==> src/rtl/mem_arb_pkg.sv <==
// Shared types for the unified memory-port arbiter.
//   arb_state_e : arbiter FSM states (IDLE, BUSY_I, BUSY_D)
//   gnt_src_e   : which requester wins the port this cycle
//   MAX_STREAK_DEFAULT : default bound on consecutive data grants while fetch waits
package mem_arb_pkg;

  typedef enum logic [1:0] {
    IDLE   = 2'd0,
    BUSY_I = 2'd1,
    BUSY_D = 2'd2
  } arb_state_e;

  typedef enum logic [1:0] {
    GNT_NONE = 2'd0,
    GNT_IF   = 2'd1,
    GNT_D    = 2'd2
  } gnt_src_e;

  localparam int unsigned MAX_STREAK_DEFAULT = 4;

endpackage

==> src/rtl/mem_arb_streak_cnt.sv <==
// Saturating count of consecutive data grants issued while fetch is requesting.
//   clk, rst : clock, synchronous active-low reset
//   grant_d  : data grant issued this cycle
//   grant_i  : fetch grant issued this cycle
//   if_req   : fetch request level (a data grant without it breaks the streak)
//   at_max   : streak has reached MAX, fetch must win the next contested grant
module mem_arb_streak_cnt #(
  parameter int unsigned MAX = 4
) (
  input  logic clk,
  input  logic rst,
  input  logic grant_d,
  input  logic grant_i,
  input  logic if_req,
  output logic at_max
);

  localparam int unsigned   CW      = $clog2(MAX + 1);
  localparam logic [CW-1:0] MAX_CNT = CW'(MAX);

  logic [CW-1:0] r_cnt;

  always_ff @(posedge clk) begin
    if (!rst) begin
      r_cnt <= '0;
    end else if (grant_i) begin
      r_cnt <= '0;
    end else if (grant_d) begin
      if (!if_req) begin
        r_cnt <= '0;
      end else if (r_cnt != MAX_CNT) begin
        r_cnt <= r_cnt + 1'b1;
      end
    end
  end

  assign at_max = (r_cnt == MAX_CNT);

endmodule

==> src/rtl/mem_port_arbiter.sv <==
// Arbitrates the single unified memory port between fetch and the memory stage.
// One transaction in flight; data wins contested grants unless the streak
// counter has reached MAX_STREAK while fetch waits.
//   clk, rst                         : clock, synchronous active-low reset
//   if_req/if_addr -> if_rdata/if_ack : fetch requester (level req, 1-cycle ack)
//   d_req/d_we/d_addr/d_wdata -> d_rdata/d_ack : data requester
//   mem_req/mem_we/mem_addr/mem_wdata, mem_rdata/mem_ack : memory handshake
//   stall_if, stall_mem              : pipeline freeze, combinational
module mem_port_arbiter
  import mem_arb_pkg::*;
#(
  parameter int unsigned AW         = 32,
  parameter int unsigned DW         = 32,
  parameter int unsigned MAX_STREAK = MAX_STREAK_DEFAULT
) (
  input  logic          clk,
  input  logic          rst,
  input  logic          if_req,
  input  logic [AW-1:0] if_addr,
  output logic [DW-1:0] if_rdata,
  output logic          if_ack,
  input  logic          d_req,
  input  logic          d_we,
  input  logic [AW-1:0] d_addr,
  input  logic [DW-1:0] d_wdata,
  output logic [DW-1:0] d_rdata,
  output logic          d_ack,
  output logic          mem_req,
  output logic          mem_we,
  output logic [AW-1:0] mem_addr,
  output logic [DW-1:0] mem_wdata,
  input  logic [DW-1:0] mem_rdata,
  input  logic          mem_ack,
  output logic          stall_if,
  output logic          stall_mem
);

  arb_state_e    r_state;
  arb_state_e    w_state_nxt;
  gnt_src_e      w_gnt;
  logic          w_elig_i;
  logic          w_elig_d;
  logic          w_at_max;

  logic          r_mem_req;
  logic          r_mem_we;
  logic [AW-1:0] r_mem_addr;
  logic [DW-1:0] r_mem_wdata;
  logic [DW-1:0] r_if_rdata;
  logic [DW-1:0] r_d_rdata;
  logic          r_if_ack;
  logic          r_d_ack;

  // A requester still holds req during its ack cycle; masking with the ack
  // keeps that drop cycle from being mistaken for a fresh request.
  assign w_elig_i = if_req & ~r_if_ack;
  assign w_elig_d = d_req & ~r_d_ack;

  mem_arb_streak_cnt #(
    .MAX (MAX_STREAK)
  ) u_streak (
    .clk     (clk),
    .rst     (rst),
    .grant_d (w_gnt == GNT_D),
    .grant_i (w_gnt == GNT_IF),
    .if_req  (if_req),
    .at_max  (w_at_max)
  );

  always_ff @(posedge clk) begin
    if (!rst) r_state <= IDLE;
    else      r_state <= w_state_nxt;
  end

  always_comb begin
    w_state_nxt = r_state;
    w_gnt       = GNT_NONE;
    case (r_state)
      IDLE: begin
        if (w_elig_d && !(w_elig_i && w_at_max)) begin
          w_gnt       = GNT_D;
          w_state_nxt = BUSY_D;
        end else if (w_elig_i) begin
          w_gnt       = GNT_IF;
          w_state_nxt = BUSY_I;
        end
      end
      BUSY_I, BUSY_D: begin
        if (mem_ack) w_state_nxt = IDLE;
      end
      default: w_state_nxt = IDLE;
    endcase
  end

  always_ff @(posedge clk) begin
    if (!rst) begin
      r_mem_req   <= 1'b0;
      r_mem_we    <= 1'b0;
      r_mem_addr  <= '0;
      r_mem_wdata <= '0;
      r_if_rdata  <= '0;
      r_d_rdata   <= '0;
      r_if_ack    <= 1'b0;
      r_d_ack     <= 1'b0;
    end else begin
      r_if_ack <= 1'b0;
      r_d_ack  <= 1'b0;
      case (w_gnt)
        GNT_D: begin
          r_mem_req   <= 1'b1;
          r_mem_we    <= d_we;
          r_mem_addr  <= d_addr;
          r_mem_wdata <= d_wdata;
        end
        GNT_IF: begin
          r_mem_req   <= 1'b1;
          r_mem_we    <= 1'b0;
          r_mem_addr  <= if_addr;
          r_mem_wdata <= '0;
        end
        default: begin
          if (mem_ack && (r_state == BUSY_I)) begin
            r_mem_req  <= 1'b0;
            r_if_rdata <= mem_rdata;
            r_if_ack   <= 1'b1;
          end else if (mem_ack && (r_state == BUSY_D)) begin
            r_mem_req  <= 1'b0;
            r_d_rdata  <= mem_rdata;
            r_d_ack    <= 1'b1;
          end
        end
      endcase
    end
  end

  assign mem_req   = r_mem_req;
  assign mem_we    = r_mem_we;
  assign mem_addr  = r_mem_addr;
  assign mem_wdata = r_mem_wdata;
  assign if_rdata  = r_if_rdata;
  assign if_ack    = r_if_ack;
  assign d_rdata   = r_d_rdata;
  assign d_ack     = r_d_ack;
  assign stall_if  = if_req & ~r_if_ack;
  assign stall_mem = d_req & ~r_d_ack;

endmodule
==> config.mk <==
export PLATFORM = sky130hd
export DESIGN_NAME = mem_port_arbiter
export DESIGN_NICKNAME = d
export VERILOG_FILES = /design/src/rtl/mem_arb_pkg.sv /design/src/rtl/mem_arb_streak_cnt.sv /design/src/rtl/mem_port_arbiter.sv
export SDC_FILE = /design/constraint.sdc
export NUM_CORES = 1
export LEC_CHECK = 0
export BUFFER_PORTS_ARGS = -buffer_cell sky130_fd_sc_hd__clkbuf_2
export CAP_MARGIN = 20
export CORE_MARGIN = 2
export CORE_UTILIZATION = 49
export CTS_CLUSTER_SIZE = 14
export DETAILED_ROUTE_END_ITERATION = 10
export PLACE_DENSITY = 0.83
export SLEW_MARGIN = 10
export SYNTH_ARGS = -nofsm -noshare
export SYNTH_HDL_FRONTEND = slang
export SYNTH_HIERARCHICAL = 1
export SYNTH_SLANG_ARGS = --single-unit
==> constraint.sdc <==
create_clock -name clk -period 6.82 [get_ports clk]
set_input_delay 0 -clock clk [delete_from_list [all_inputs] [get_ports clk]]
set_output_delay 0 -clock clk [all_outputs]
set_load 0.01 [all_outputs]
Word-level counts from Yosys, hierarchy flattened
Cells that the tools add are included.
W data, S select, Z words.
{"block": "classes", "bitwise": 7, "n_eq_ne": 9, "muxes": 17, "n_reduce_logical": 17, "add_sub_neg": 1}
{"operator": "$pmux W32 S2", "n": 2}
{"operator": "$mux W2", "n": 5}
{"operator": "$mux W1", "n": 6}
{"operator": "$mux W3", "n": 2}
{"operator": "$ne A3 B3 Y1 const B", "n": 2}
{"operator": "$reduce_and A2 Y1", "n": 3}
{"operator": "$reduce_or A2 Y1", "n": 3}
{"operator": "$not A1 Y1", "n": 5}
{"operator": "$eq A2 B1 Y1 const B", "n": 2}
{"operator": "$eq A2 B2 Y1 const B", "n": 2}
{"operator": "$logic_and A1 B1 Y1", "n": 4}
{"operator": "$pmux W2 S2", "n": 1}
{"operator": "$reduce_or A4 Y1", "n": 1}
{"operator": "$add A3 B1 Y3 const B", "n": 1}
{"operator": "$eq A3 B3 Y1 const B", "n": 1}
{"operator": "$reduce_and A3 Y1", "n": 1}
{"operator": "$reduce_bool A3 Y1", "n": 1}
{"operator": "$reduce_or A3 Y1", "n": 1}
{"operator": "$and A1 B1 Y1", "n": 2}
{"operator": "$logic_not A2 Y1", "n": 1}
{"operator": "$ne A2 B1 Y1 const B", "n": 1}
{"operator": "$ne A2 B2 Y1 const B", "n": 1}
{"operator": "$pmux W1 S2", "n": 1}
{"operator": "$reduce_bool A2 Y1", "n": 1}
{"operator": "$logic_not A1 Y1", "n": 1}
{"block": "word_totals", "out_inout_bits": 134, "input_bits": 134, "register_bits": 137, "wordCells": 61}

Depth between registers and ports, before layout
Gate-level depths: netlist of the first run.
{"block": "depth", "depth_word": 11, "ltp_mapped": 13, "depth_no_buf": 10}

Cells and area by module
Netlist of the first run, hierarchy kept.
{"module": "mem_port_arbiter", "instances": 1, "seq_area_each_um2": 2682.6, "cells_per_inst": 567, "area_each_um2": 5167.5}
{"module": "mem_arb_streak_cnt", "instances": 1, "seq_area_each_um2": 60.1, "cells_per_inst": 21, "area_each_um2": 175.2}

Worst setup path after synthesis of the first run
No wires, ideal clock.
{"block": "synth_timing", "path_type": "reg2reg", "start": "register u_streak.r_cnt[0]", "end": "register r_mem_addr[26], in the netlist mem_addr[26]", "path_buffers": 3, "setup_ns": 0.128, "stages_incl_launch_ff": 13, "synth_period_minus_slack_ns": 2.133, "t_required_ns": 6.692, "slack_ns": 4.687, "t_arrival_ns": 2.006, "cell_sequence": "dfxtp_1 -> inv_1 -> ha_1 -> nand2_1 -> inv_1 -> o211ai_1 -> inv_1 -> ha_1 -> buf_2 -> buf_4 -> buf_4 -> mux2i_1 -> nor2_1"}
{"block": "synth_via", "elab_chain_cells": 8, "word_cells_on_any_way": 10, "classes_between": "eq/ne (3); mux (3); reduce/logical (4)"}
{"item": "from (decl)", "line_no": "mem_arb_streak_cnt.sv:21", "source": "logic [CW-1:0] r_cnt;"}
{"item": "from (signal assigned)", "line_no": "mem_arb_streak_cnt.sv:32", "source": "r_cnt <= r_cnt + 1'b1;"}
{"item": "$eq A3 B3 Y1 (*)", "line_no": "mem_arb_streak_cnt.sv:37", "source": "assign at_max = (r_cnt == MAX_CNT);"}
{"item": "net w_at_max", "line_no": "mem_port_arbiter.sv:43", "source": "logic w_at_max;"}
{"item": "$logic_and A1 B1 Y1 (*)", "line_no": "mem_port_arbiter.sv:80", "source": "if (w_elig_d && !(w_elig_i && w_at_max)) begin"}
{"item": "$logic_not A1 Y1 (*)", "line_no": "mem_port_arbiter.sv:80"}
{"item": "$logic_and A1 B1 Y1 (*)", "line_no": "mem_port_arbiter.sv:80"}
{"item": "$mux W2 (*)", "line_no": "mem_port_arbiter.sv:80"}
{"item": "$mux W2 (*)", "line_no": "mem_port_arbiter.sv:78", "source": "case (r_state)"}
{"item": "$eq A2 B1 Y1 or $eq A2 B2 Y1 (tied branches)", "line_no": "mem_port_arbiter.sv:108", "source": "case (w_gnt)"}
{"item": "$pmux W32 S2 or $reduce_bool A2 Y1 (tied branches)"}
{"item": "to (signal assigned)", "line_no": "mem_port_arbiter.sv:112", "source": "r_mem_addr <= d_addr;"}
{"item": "to (signal assigned)", "line_no": "mem_port_arbiter.sv:118", "source": "r_mem_addr <= if_addr;"}
{"item": "to (decl)", "line_no": "mem_port_arbiter.sv:47", "source": "logic [AW-1:0] r_mem_addr;"}
Mark *: on every way through the listed nets, which the timed path passes. The rest lies on a longest branch.
A chain may end at the register's enable or synchronous reset.

Final worst setup path of the first run
{"block": "layout_timing", "start": "register u_streak.r_cnt[1]", "end": "register r_if_rdata[15], in the netlist if_rdata[15]"}
{"block": "layout_via", "elab_chain_cells": 10, "word_cells_on_any_way": 11, "classes_between": "eq/ne (3); mux (2); bitwise (1); reduce/logical (5)"}
{"item": "$eq A3 B3 Y1 (*)", "line_no": "mem_arb_streak_cnt.sv:37"}
{"item": "net w_at_max", "line_no": "mem_port_arbiter.sv:43"}
{"item": "$logic_and A1 B1 Y1 (*)", "line_no": "mem_port_arbiter.sv:80"}
{"item": "$logic_not A1 Y1 (*)", "line_no": "mem_port_arbiter.sv:80"}
{"item": "$logic_and A1 B1 Y1 (*)", "line_no": "mem_port_arbiter.sv:80"}
{"item": "$mux W2 (*)", "line_no": "mem_port_arbiter.sv:80"}
{"item": "$mux W2 (*)", "line_no": "mem_port_arbiter.sv:78"}
{"item": "$eq A2 B1 Y1 or $eq A2 B2 Y1 (tied branches)", "line_no": "mem_port_arbiter.sv:108"}
{"item": "$reduce_or A2 Y1 (no line) (*)"}
{"item": "$not A1 Y1 (no line) (*)"}
{"item": "$reduce_and A2 Y1 (no line) (*)"}
{"item": "to (signal assigned)", "line_no": "mem_port_arbiter.sv:124", "source": "r_if_rdata <= mem_rdata;"}
{"item": "to (decl)", "line_no": "mem_port_arbiter.sv:49", "source": "logic [DW-1:0] r_if_rdata;"}
Marked as above.

==> metrics.md, run 1 <==
| Metric | Value |
|---|---|
| Status | `complete, no violations` |
| Fraction of layout cells with a size suffix above 1 | `0.3448` |
| Fmax | `0.2652 GHz` |
| Most frequent cells in the layout | `clkbuf_2 (267), dlygate4sd3_1 (140), dfxtp_1 (137)` |
| Synth Flop Type | `dfxtp_1` |
| Sequential share of the synthesized area | `0.5133` |
| Clock Sinks | `137` |
| Setup TNS | `0 ps` |
| Rows | `38` |
| Die W | `108.4 um` |
| Max_cap viols | `0` |
| Mapped Nets | `729` |
| Worst path cell trace | `inv_1 > ha_1 > nand2_1 > inv_1 > o211ai_1 > inv_1 > ha_4 > and3_1 > buf_6 > nand2_1 > a21oi_1 > dlygate4sd3_1` |
| DPL Wire Length | `10020 um` |
| Pre-Repair DR Iteration Count | `6` |
| Gr ovfl total | `0` |
| First-pass GRT wire length | `30200 um` |
| Post-layout minimum cycle time | `3771 ps` |
| Filler cells | `608` |
| RePlAce Congestion | `0.7592` |
| Clk Latency, worst-skew pair | `510 ps` |
| Crit path launch type | `register` |
| Average wire per standard cell | `17.93 um` |
| Crit path kind | `reg2reg` |
| Synthesized area per cell | `9.086 um2` |
| RSZ-0062 raised after global routing | `false` |
| Synthesis-to-finish area growth | `61.94%` |
| Initial Util | `0.4972` |
| Vias | `6048` |
| Die Span Y | `108.4 um` |
| Post-synth EDFFs | `0` |
| Peak supply drop | `0.0001446 V` |
| Hold Vio Cnt, Final | `0` |
| Top-area cell type share of the netlist area | `0.5133` |
| Critical Path RT | `7270 ps` |
| Post-synthesis cell type count | `35` |
| Syn Inst Count | `588` |
| Area of the core | `10750 um2` |
| Post-CTS Setup Bufs | `0` |
| DR vias/cell | `5.357` |
| CP top delay family | `adder cells` |
| Hold crit path type | `in2reg` |
| Cell total after placement | `956` |
| Leakage | `4.018 nW` |
| Post-CTS Hold Buffers | `140` |
| Number of H-tree levels | `4` |
| Worst Path Arrival | `4220 ps` |
| Async set or reset register ratio after synthesis | `0` |
| Nets | `1118` |
| Syn. warnings | `6` |
| Clock Skew | `8.244 ps` |
| CTS tree | `built` |
| Most common cell after layout, fill and taps aside | `clkbuf_2` |
| Final setup vio count | `0` |
| Die Area | `11750 um2` |
| Final period utilization | `0.5529` |
| Cts bufs inserted | `17` |
| Ports | `268` |
| Seq. cell area | `2743 um2` |
| Root buffer cell | `clkbuf_8` |
| Antenna violations before repair | `0` |
| # DRC | `0` |
| #FFs+latches synth | `137` |
| Max incr delay on CP | `880 ps` |
| Number of global-route vias before repair | `6102` |
| CTS resizes | `0` |
| Crit path max fanout | `71` |
| Fin cells | `1129` |
| Antenna viol nets, final | `0` |
| Max Root-Sink Buffers | `2` |
| Slew Limit Fails | `0` |
| Largest net degree at the start of global routing | `92` |
| Worst rel slew slack | `0.3592` |
| Routed WL | `20240 um` |
| Slowest cell on the critical path | `ha_4` |
| Synth area leader | `dfxtp_1` |
| WP buf/inv | `5` |
| Total track usage | `0.3314` |
| Area of the multi-input gates | `2323 um2` |
| Clk pin slew, worst setup/hold paths | `60 ps` |
| Most Frequent Cell on Critical Path | `inv_1` |
| Synthesized area | `5343 um2` |
| Initial DRC Count | `537` |
| Synth area leaders | `dfxtp_1 (51%), nand2_1 (9.3%), mux2_2 (6.7%)` |
| Power density over the cells | `261.6 nW/um2` |
| Number of port buffers | `267` |
| CP endpoint kind | `register` |
| Diodes inserted | `0` |
| Worst Tran Pin Value | `961.2 ps` |
power by group:
group	total, mW	switching, mW	internal (mW)
registers	0.905	0.0404	0.864
logic	0.485	0.253	0.232
clock network	0.874	0.354	0.520
metal layers:
layer	track usage	up-vias	wire [um]
li1	-	2756	-
met1	0.3578	2787	7306
met2	0.5723	414	9963
met3	0.09464	91	1878
met4	0.2005	0	1091
met5	0	-	0
area by class of cell:
cell class	count	area share
clock buffers	17	0.04787
clock inverters	14	0.01735
inverters	10	0.004628
multi-input cells	398	0.2685
flip-flops and latches	137	0.3170
well taps	140	0.02025
repair buffers	413	0.3244
path summary, 6_finish.rpt:
check                                             endpoint  slack, ps  cells after the start                      startpoint
worst max-delay path             if_rdata[15]$_SDFFE_PN0P_       3050                     12  u_streak/r_cnt[1]$_SDFFE_PP0P_
worst min-delay path            mem_wdata[15]$_SDFFE_PN0P_        270                      4                     d_wdata[15]
worst max register to register   if_rdata[15]$_SDFFE_PN0P_       3050                     12  u_streak/r_cnt[1]$_SDFFE_PP0P_
worst min register to register        mem_req$_SDFFE_PN0P_        450                      2            mem_req$_SDFFE_PN0P_
sequential cells by signal, indices dropped and copies added, names as in the netlist:
name,count
d_rdata,32
if_rdata,32
mem_addr,32
mem_wdata,32
u_streak/r_cnt,3
r_state,2
d_ack,1
if_ack,1
mem_req,1
mem_we,1
metrics by stage:
stage,hold slack [ps],setup slack (ps),power [mW],util,cell area (um2)
global route,275.1,2781,2.347,0.8052,8652
CTS,241.3,2787,2.230,0.8016,8613
detailed placement,238.0,3326,1.291,0.6187,6648
floorplan,136.0,4687,1.153,-,5343
finish,269.8,3049,2.264,0.8052,8652
global placement,229.4,3342,1.284,0.6187,6648
logic make-up after synthesis:
group                      Yosys count  share of synthesized area
and+or+nand+nor                    218                     0.1665
adders and majority gates            7                    0.01639
muxes                               64                     0.1274
buffers and inverters               53                    0.05410
DFF                                137                     0.5133
AOI/OAI and AO/OA                  109                     0.1223
cells in the mapped netlist, types with 3 or more instances:
master,count
buf_6,6
buf_4,6
dfxtp_1,137
inv_1,9
nor2b_1,3
nand3_1,3
nand2b_1,3
nand2_1,132
ha_1,7
mux2i_1,32
buf_2,18
a21oi_1,66
clkbuf_1,12
a31oi_1,3
nor2_1,65
mux2_2,32
a22oi_1,33
worst min-delay path: stages:
cell and delay (ps):
dlygate4sd3_1 520, clkbuf_2 100, a22oi_1 50, nor2_1 70
Note: power is estimated with default switching activity, not from simulation.
==> inputs of run 2 (changes only) <==
--- a/config.mk
+++ b/config.mk
@@ -5,13 +5,14 @@
 export SDC_FILE = /design/constraint.sdc
 export NUM_CORES = 1
 export LEC_CHECK = 0
+export ABC_AREA = 1
 export BUFFER_PORTS_ARGS = -buffer_cell sky130_fd_sc_hd__clkbuf_2
 export CAP_MARGIN = 20
 export CORE_MARGIN = 2
-export CORE_UTILIZATION = 49
+export CORE_UTILIZATION = 41
 export CTS_CLUSTER_SIZE = 14
 export DETAILED_ROUTE_END_ITERATION = 10
-export PLACE_DENSITY = 0.83
+export PLACE_DENSITY = 0.74
 export SLEW_MARGIN = 10
 export SYNTH_ARGS = -nofsm -noshare
 export SYNTH_HDL_FRONTEND = slang
==> constraint.sdc (replaced) <==
create_clock -name clk -period 3.1 [get_ports clk]
set_input_delay 0 -clock clk [delete_from_list [all_inputs] [get_ports clk]]
set_output_delay 0 -clock clk [all_outputs]
set_load 0.01 [all_outputs]
==> run 2 against run 1 <==
Non-clock buffer count fell by 5. Hold slack worse by 140 ps. Utilization shrank 12 points. Sequential share of layout area shrank 0.18 points. Via count increased by 1.7%. Worst setup slack lost 2800 ps. Power is 130% higher. Clock-buffer cell count is 3 higher. Register-to-register slack got worse by 2800 ps. Combinational power rose by 110%. Sequential cell count stayed put. First-iteration DRC count is 14% lower. Critical path type unchanged. Critical endpoint is now mem_addr[9]$_SDFFE_PN0P_.
==> metrics.md, run 2 <==
| Metric | Value |
|---|---|
| Setup TNS | `0 ps` |
| Comb power frac | `0.197` |
| Clock Sinks | `137` |
| Synthesized area | `5350 um2` |
| Cell-internal power | `3.819 mW` |
| R2r worst-path depth | `15` |
| Area of the core | `12670 um2` |
| Switching Fraction | `0.2667` |
| Met3 wire length | `1531 um` |
| Root buffer cell | `clkbuf_16` |
| Most frequent cell after synthesis | `nand2_1` |
| Final period utilization | `0.9174` |
| WP buf/inv | `6` |
| HP Start | `d_req` |
| Post-synth EDFFs | `0` |
| Fmax | `0.3516 GHz` |
| Most frequent cells in the layout | `clkbuf_2 (267), nand2_1 (153), dfxtp_1 (137)` |
| Cts bufs inserted | `17` |
| Final setup vio count | `0` |
| Fraction of layout cells with a size suffix above 1 | `0.2856` |
| WHS Path Cells | `7` |
| Part of the power in registers | `0.387` |
| # DRC | `0` |
| Die Span Y | `118.2 um` |
| Worst r2r dst | `mem_addr[9]$_SDFFE_PN0P_` |
| Die Area | `13980 um2` |
| Peak supply drop | `0.0004145 V` |
| RePlAce Congestion | `0.7727` |
| Max_cap viols | `0` |
| Antenna violations before repair | `0` |
| Pwr Total | `5.209 mW` |
| Switch Pwr | `1.389 mW` |
| Worst Tran Pin Value | `1092 ps` |
| Reg2reg start | `u_streak/r_cnt[0]$_SDFFE_PP0P_` |
| First-pass GRT wire length | `28810 um` |
| Ports | `268` |
| Max incr delay on CP | `580 ps` |
| CP top delay family | `buffers and inverters` |
| Crit path max fanout | `20` |
| Most common cell after layout, fill and taps aside | `clkbuf_2` |
| R2r setup slk | `260 ps` |
| Diodes inserted | `0` |
| Synthesis-to-finish area growth | `62.65%` |
| Post-synth top cells | `nand2_1 (153), dfxtp_1 (137), nor2_1 (136)` |
| RSZ-0062 raised after global routing | `false` |
| Post-synthesis cell type count | `22` |
| Clk pin slew, worst setup/hold paths | `60 ps` |
| Post-layout minimum cycle time | `2844 ps` |
| Antenna viol nets, final | `0` |
| CTS tree | `built` |
| Hold Path End | `r_state[1]$_SDFFE_PN0P_` |
| Synth area leader | `dfxtp_1` |
| Routed WL | `17950 um` |
| Initial DRC Count | `463` |
| Clk Latency, worst-skew pair | `410 ps` |
| Uppermost layer routed | `met4` |
| Synth area leaders | `dfxtp_1 (51%), nand2_1 (11%), nor2_1 (9.5%)` |
| Synthesized area per cell | `7.535 um2` |
| Critical Path RT | `3450 ps` |
| Number of global-route vias before repair | `5907` |
| Clock power frac | `0.416` |
| Initial Util | `0.4222` |
| Sequential share of the synthesized area | `0.5126` |
| Wire length on met2 | `8713 um` |
| Crit path launch type | `register` |
| Die W | `118.2 um` |
| Leakage | `4.419 nW` |
| Power density over the cells | `598.6 nW/um2` |
| Max Root-Sink Buffers | `2` |
| Average wire per standard cell | `14.08 um` |
| DR vias/cell | `4.823` |
| CP endpoint kind | `register` |
| DPL Wire Length | `10110 um` |
| Clock Skew | `9.255 ps` |
| Hold Vio Cnt, Final | `0` |
| #FFs+latches synth | `137` |
| Crit path kind | `reg2reg` |
| Hold crit path type | `in2reg` |
| Post-CTS Setup Bufs | `0` |
| Total track usage | `0.2538` |
| Largest net degree at the start of global routing | `67` |
| Number of H-tree levels | `4` |
| Nets | `1231` |
| Pre-Repair DR Iteration Count | `5` |
| Syn. warnings | `6` |
| Most Frequent Cell on Critical Path | `inv_1` |
| Mapped Nets | `851` |
| Status | `complete, no violations` |
| Gr ovfl total | `0` |
| M1 wire length | `7110 um` |
| Slowest cell on the critical path | `dlygate4sd3_1` |
| Number of port buffers | `267` |
| Vias | `6149` |
| Filler cells | `957` |
| Top-area cell type share of the netlist area | `0.5126` |
| Worst rel slew slack | `0.2714` |
| Rows | `41` |
| Worst path cell trace | `inv_1 > ha_1 > nand2_1 > inv_1 > nand3_1 > nand2_1 > nand3_1 > inv_1 > ha_2 > buf_4 > nand2_1 > nand3_1 > dlygate4sd3_1 > o211ai_1 > inv_1` |
| Async set or reset register ratio after synthesis | `0` |
| Worst Path Arrival | `3190 ps` |
| Syn Inst Count | `710` |
| Synth Flop Type | `dfxtp_1` |
| Slew Limit Fails | `0` |
run 2: how the worst max path moves through the flow:
stage,startpoint,endpoint,slack (ps),cells past startpoint
floorplan,u_streak/r_cnt[0]$_SDFFE_PP0P_,mem_addr[10]$_SDFFE_PN0P_,880,16
global placement,u_streak/r_cnt[0]$_SDFFE_PP0P_,if_rdata[30]$_SDFFE_PN0P_,480,16
detailed placement,u_streak/r_cnt[0]$_SDFFE_PP0P_,if_rdata[30]$_SDFFE_PN0P_,430,16
CTS,u_streak/r_cnt[0]$_SDFFE_PP0P_,mem_addr[24]$_SDFFE_PN0P_,130,16
global route,u_streak/r_cnt[0]$_SDFFE_PP0P_,mem_addr[24]$_SDFFE_PN0P_,30,16
finish,u_streak/r_cnt[0]$_SDFFE_PP0P_,mem_addr[9]$_SDFFE_PN0P_,260,15
run 2: layout make-up:
class	count	area (um2)	area share
Clock inverter	12	197.7	0.02272
Clock buffer	20	436.7	0.05018
Multi-Input combinational cell	473	2181	0.2506
Sequential cell	137	2743	0.3152
Tap cell	172	215.2	0.02473
Timing Repair Buffer	408	2730	0.3137
Inverter	53	198.9	0.02286
run 2: metal layers:
metal  vias up  global-route usage
li1       3024                   -
met1      2758              0.2949
met2       312              0.4216
met3        55             0.08253
met4         0              0.1205
met5         -                   0
run 2: kinds of logic (layout without fill, tap and decap cells):
family          Yosys count  in the layout  synth area share
flops                   137            137            0.5126
compound gates          132            132            0.1384
buf+inv                 100            493           0.08068
fa+ha+maj                 7              7           0.01637
simple gates            334            334            0.2519
run 2: worst register-to-register path, cell delays in order, from the launching register on:
cell	delay, ps
dfxtp_1	320
inv_1	70
ha_1	180
nand2_1	60
inv_1	50
nand3_1	70
nand2_1	100
nand3_1	100
inv_1	100
ha_2	410
buf_4	360
nand2_1	100
nand3_1	110
dlygate4sd3_1	580
o211ai_1	90
inv_1	90
run 2: stage by stage:
step | hold slack (ps) | worst slack, ps | instance area, um2 | cells | util
after floorplan | 90.31 | 878.6 | 5350 | 710 | -
after global placement | 231.4 | 480.5 | 6746 | 1112 | 0.5324
after detailed placement | 238.4 | 428.9 | 6746 | 1112 | 0.5324
after CTS | 118.6 | 125.0 | 8692 | 1275 | 0.6860
after global routing | 184.7 | 29.97 | 8702 | 1275 | 0.6868
final | 130.6 | 256.2 | 8702 | 1275 | 0.6868
run 2: power by group through the flow:
stage          clock network [mW]  logic [mW]  registers [mW]
3_3_place_gp                    0       0.820            2.04
5_1_grt                      2.29        1.12            2.03
3_5_place_dp                    0       0.826            2.05
6_report                     2.17        1.03            2.01
4_1_cts                      2.21       0.996            2.01
2_1_floorplan                   0       0.414            2.12
run 2: what timing repair did:
action                                 in CTS  in global routing
hold buffers                              131                  0
resized for setup                           0                  3
endpoints found under the hold margin     135                  0
setup endpoints to repair                   0                 20
==> inputs of run 3 (changes only) <==
--- a/config.mk
+++ b/config.mk
@@ -9,10 +9,10 @@
 export BUFFER_PORTS_ARGS = -buffer_cell sky130_fd_sc_hd__clkbuf_2
 export CAP_MARGIN = 20
 export CORE_MARGIN = 2
-export CORE_UTILIZATION = 41
+export CORE_UTILIZATION = 30
 export CTS_CLUSTER_SIZE = 14
 export DETAILED_ROUTE_END_ITERATION = 10
-export PLACE_DENSITY = 0.74
+export PLACE_DENSITY = 0.57
 export SLEW_MARGIN = 10
 export SYNTH_ARGS = -nofsm -noshare
 export SYNTH_HDL_FRONTEND = slang
==> run 3 against run 2 <==
Register-to-register slack got worse by 20 ps. Wire length decreased by 1.3%. Hold slack improved by 9.9 ps. Worst setup slack got worse by 20 ps. Non-clock buffer count increased by 1. Largest cell class is now non-clock buffers. Power decreased by 0.78%. Cell area increased by 0.93%. Critical path type unchanged. Critical path depth unchanged.
==> metrics.md, run 3 (synthesis results as in run 2) <==
| Metric | Value |
|---|---|
| R2r worst-path depth | `15` |
| Reg2reg start | `u_streak/r_cnt[0]$_SDFFE_PP0P_` |
| WHS Path Cells | `7` |
| Number of global-route vias before repair | `5714` |
| Synthesis-to-finish area growth | `64.17%` |
| Hold Path End | `r_state[1]$_SDFFE_PN0P_` |
| Nets | `1232` |
| Final period utilization | `0.9239` |
| Cts bufs inserted | `17` |
| Number of port buffers | `267` |
| Worst rel slew slack | `0.5571` |
| Fraction of layout cells with a size suffix above 1 | `0.2871` |
| Vias | `5966` |
| RSZ-0062 raised after global routing | `true` |
| Gr ovfl total | `0` |
| # DRC | `0` |
| Clock Sinks | `137` |
| Fmax | `0.3492 GHz` |
| Clk pin slew, worst setup/hold paths | `60 ps` |
| Max Root-Sink Buffers | `2` |
| Clk Latency, worst-skew pair | `410 ps` |
| Largest net degree at the start of global routing | `70` |
| Leakage | `4.410 nW` |
| Final setup vio count | `0` |
| Hold Vio Cnt, Final | `0` |
| Hold crit path type | `in2reg` |
| Most frequent cells in the layout | `clkbuf_2 (266), nand2_1 (153), dfxtp_1 (137)` |
| Power density over the cells | `588.4 nW/um2` |
| Diodes inserted | `0` |
| Worst r2r dst | `mem_addr[10]$_SDFFE_PN0P_` |
| Peak supply drop | `0.0003543 V` |
| Crit path launch type | `register` |
| Area of the core | `17360 um2` |
| Critical Path RT | `3400 ps` |
| Ports | `268` |
| Setup TNS | `0 ps` |
| Initial DRC Count | `273` |
| Most common cell after layout, fill and taps aside | `clkbuf_2` |
| Worst Tran Pin Value | `663.4 ps` |
| Filler cells | `1664` |
| Die W | `137.5 um` |
| Routed WL | `17720 um` |
| Antenna viol nets, final | `0` |
| First-pass GRT wire length | `27480 um` |
| DR vias/cell | `4.489` |
| Initial Util | `0.3082` |
| Finished Cell Area | `8783 um2` |
| Clock Skew | `9.990 ps` |
| DPL Wire Length | `11070 um` |
| RePlAce Congestion | `0.7434` |
| Total track usage | `0.1846` |
| HP Start | `d_req` |
| Max_cap viols | `0` |
| CP endpoint kind | `register` |
| Crit path kind | `reg2reg` |
| Rows | `48` |
| Status | `complete, no violations` |
| Worst Path Arrival | `3170 ps` |
| Pre-Repair DR Iteration Count | `5` |
| Post-layout minimum cycle time | `2864 ps` |
| R2r setup slk | `240 ps` |
| Die Span Y | `137.5 um` |
| Root buffer cell | `clkbuf_16` |
| Slew Limit Fails | `0` |
| Number of H-tree levels | `4` |
| Antenna violations before repair | `0` |
| CTS tree | `built` |
| Placed inst area | `6845 um2` |
| Die Area | `18920 um2` |
| Crit path max fanout | `22` |
| Average wire per standard cell | `13.34 um` |
run 3: changes by cell type in the layout (fill, tap and decap cells not counted):
cell       before  now
inv_6           1    4
buf_12          0    2
buf_6           2    0
bufinv_16       5    3
clkbuf_1        3    1
clkbuf_8        0    2
clkinv_2        3    1
buf_2           0    1
buf_8           0    1
clkbuf_2      267  266
clkinv_4        1    2
ha_1            6    7
ha_2            1    0
run 3: critical path: stages (launching register included):
cell and delay, ps:
dfxtp_1 350, inv_1 70, ha_1 220, nand2_1 70, inv_1 40, nand3_1 70
nand2_1 80, nor2_1 200, inv_1 70, ha_1 340, inv_2 140, buf_4 270
nand3_1 110, dlygate4sd3_1 580, o211ai_1 90, inv_1 50
run 3: metal layers:
metal | wire (um) | vias to the layer above | global-route usage
met5 | 0 | - | 0
met4 | 269 | 0 | 0.06758
met3 | 1183 | 20 | 0.05372
met2 | 8819 | 197 | 0.3234
met1 | 7450 | 2709 | 0.2127
li1 | - | 3040 | -
run 3: how the worst max path moves through the flow:
| stage | startpoint | end | slack (ps) | cells past startpoint |
|---|---|---|---|---|
| floorplan | u_streak/r_cnt[0]$_SDFFE_PP0P_ | mem_addr[10]$_SDFFE_PN0P_ | 880 | 16 |
| global placement | u_streak/r_cnt[0]$_SDFFE_PP0P_ | d_rdata[22]$_SDFFE_PN0P_ | 680 | 15 |
| detailed placement | u_streak/r_cnt[0]$_SDFFE_PP0P_ | d_rdata[25]$_SDFFE_PN0P_ | 550 | 14 |
| CTS | u_streak/r_cnt[0]$_SDFFE_PP0P_ | mem_addr[21]$_SDFFE_PN0P_ | 90 | 15 |
| global route | u_streak/r_cnt[0]$_SDFFE_PP0P_ | mem_addr[10]$_SDFFE_PN0P_ | -20 | 15 |
| finish | u_streak/r_cnt[0]$_SDFFE_PP0P_ | mem_addr[10]$_SDFFE_PN0P_ | 240 | 15 |
run 3: where the power goes:
group / total [mW] / internal (mW) / switching (mW)
combinational: 1.04 / 0.490 / 0.553
clock: 2.11 / 1.32 / 0.793
sequential: 2.01 / 1.93 / 0.0849
total: 5.17 / 3.74 / 1.43
run 3: area by class of cell:
class                      count  area [um2]  share of cell area
timing repair buffer         409        2763              0.3145
sequential                   137        2743              0.3123
multi-input combinational    473        2178              0.2480
clock buffer                  20       456.7             0.05199
tap                          225       281.5             0.03205
inverter                      53       198.9             0.02265
clock inverter                12       162.7             0.01852
run 3: per-stage QoR:
step | worst slack (ps) | total power, mW | utilization | hold WS [ps] | std cells
after floorplan | 878.6 | 2.530 | - | 90.31 | 710
after global placement | 677.9 | 2.892 | 0.3944 | 231.3 | 1166
after detailed placement | 553.0 | 2.895 | 0.3944 | 237.2 | 1166
after CTS | 88.82 | 5.231 | 0.5056 | 115.2 | 1329
after global routing | -15.80 | 5.443 | 0.5061 | 172.2 | 1329
final | 236.0 | 5.168 | 0.5061 | 140.4 | 1329
run 3: timing repair:
action	4_1_cts	5_1_grt
gates resized for setup	0	2
buffers inserted	0	0
hold buffers	131	0
hold endpoints to repair	135	0
endpoints found under the setup margin	0	21
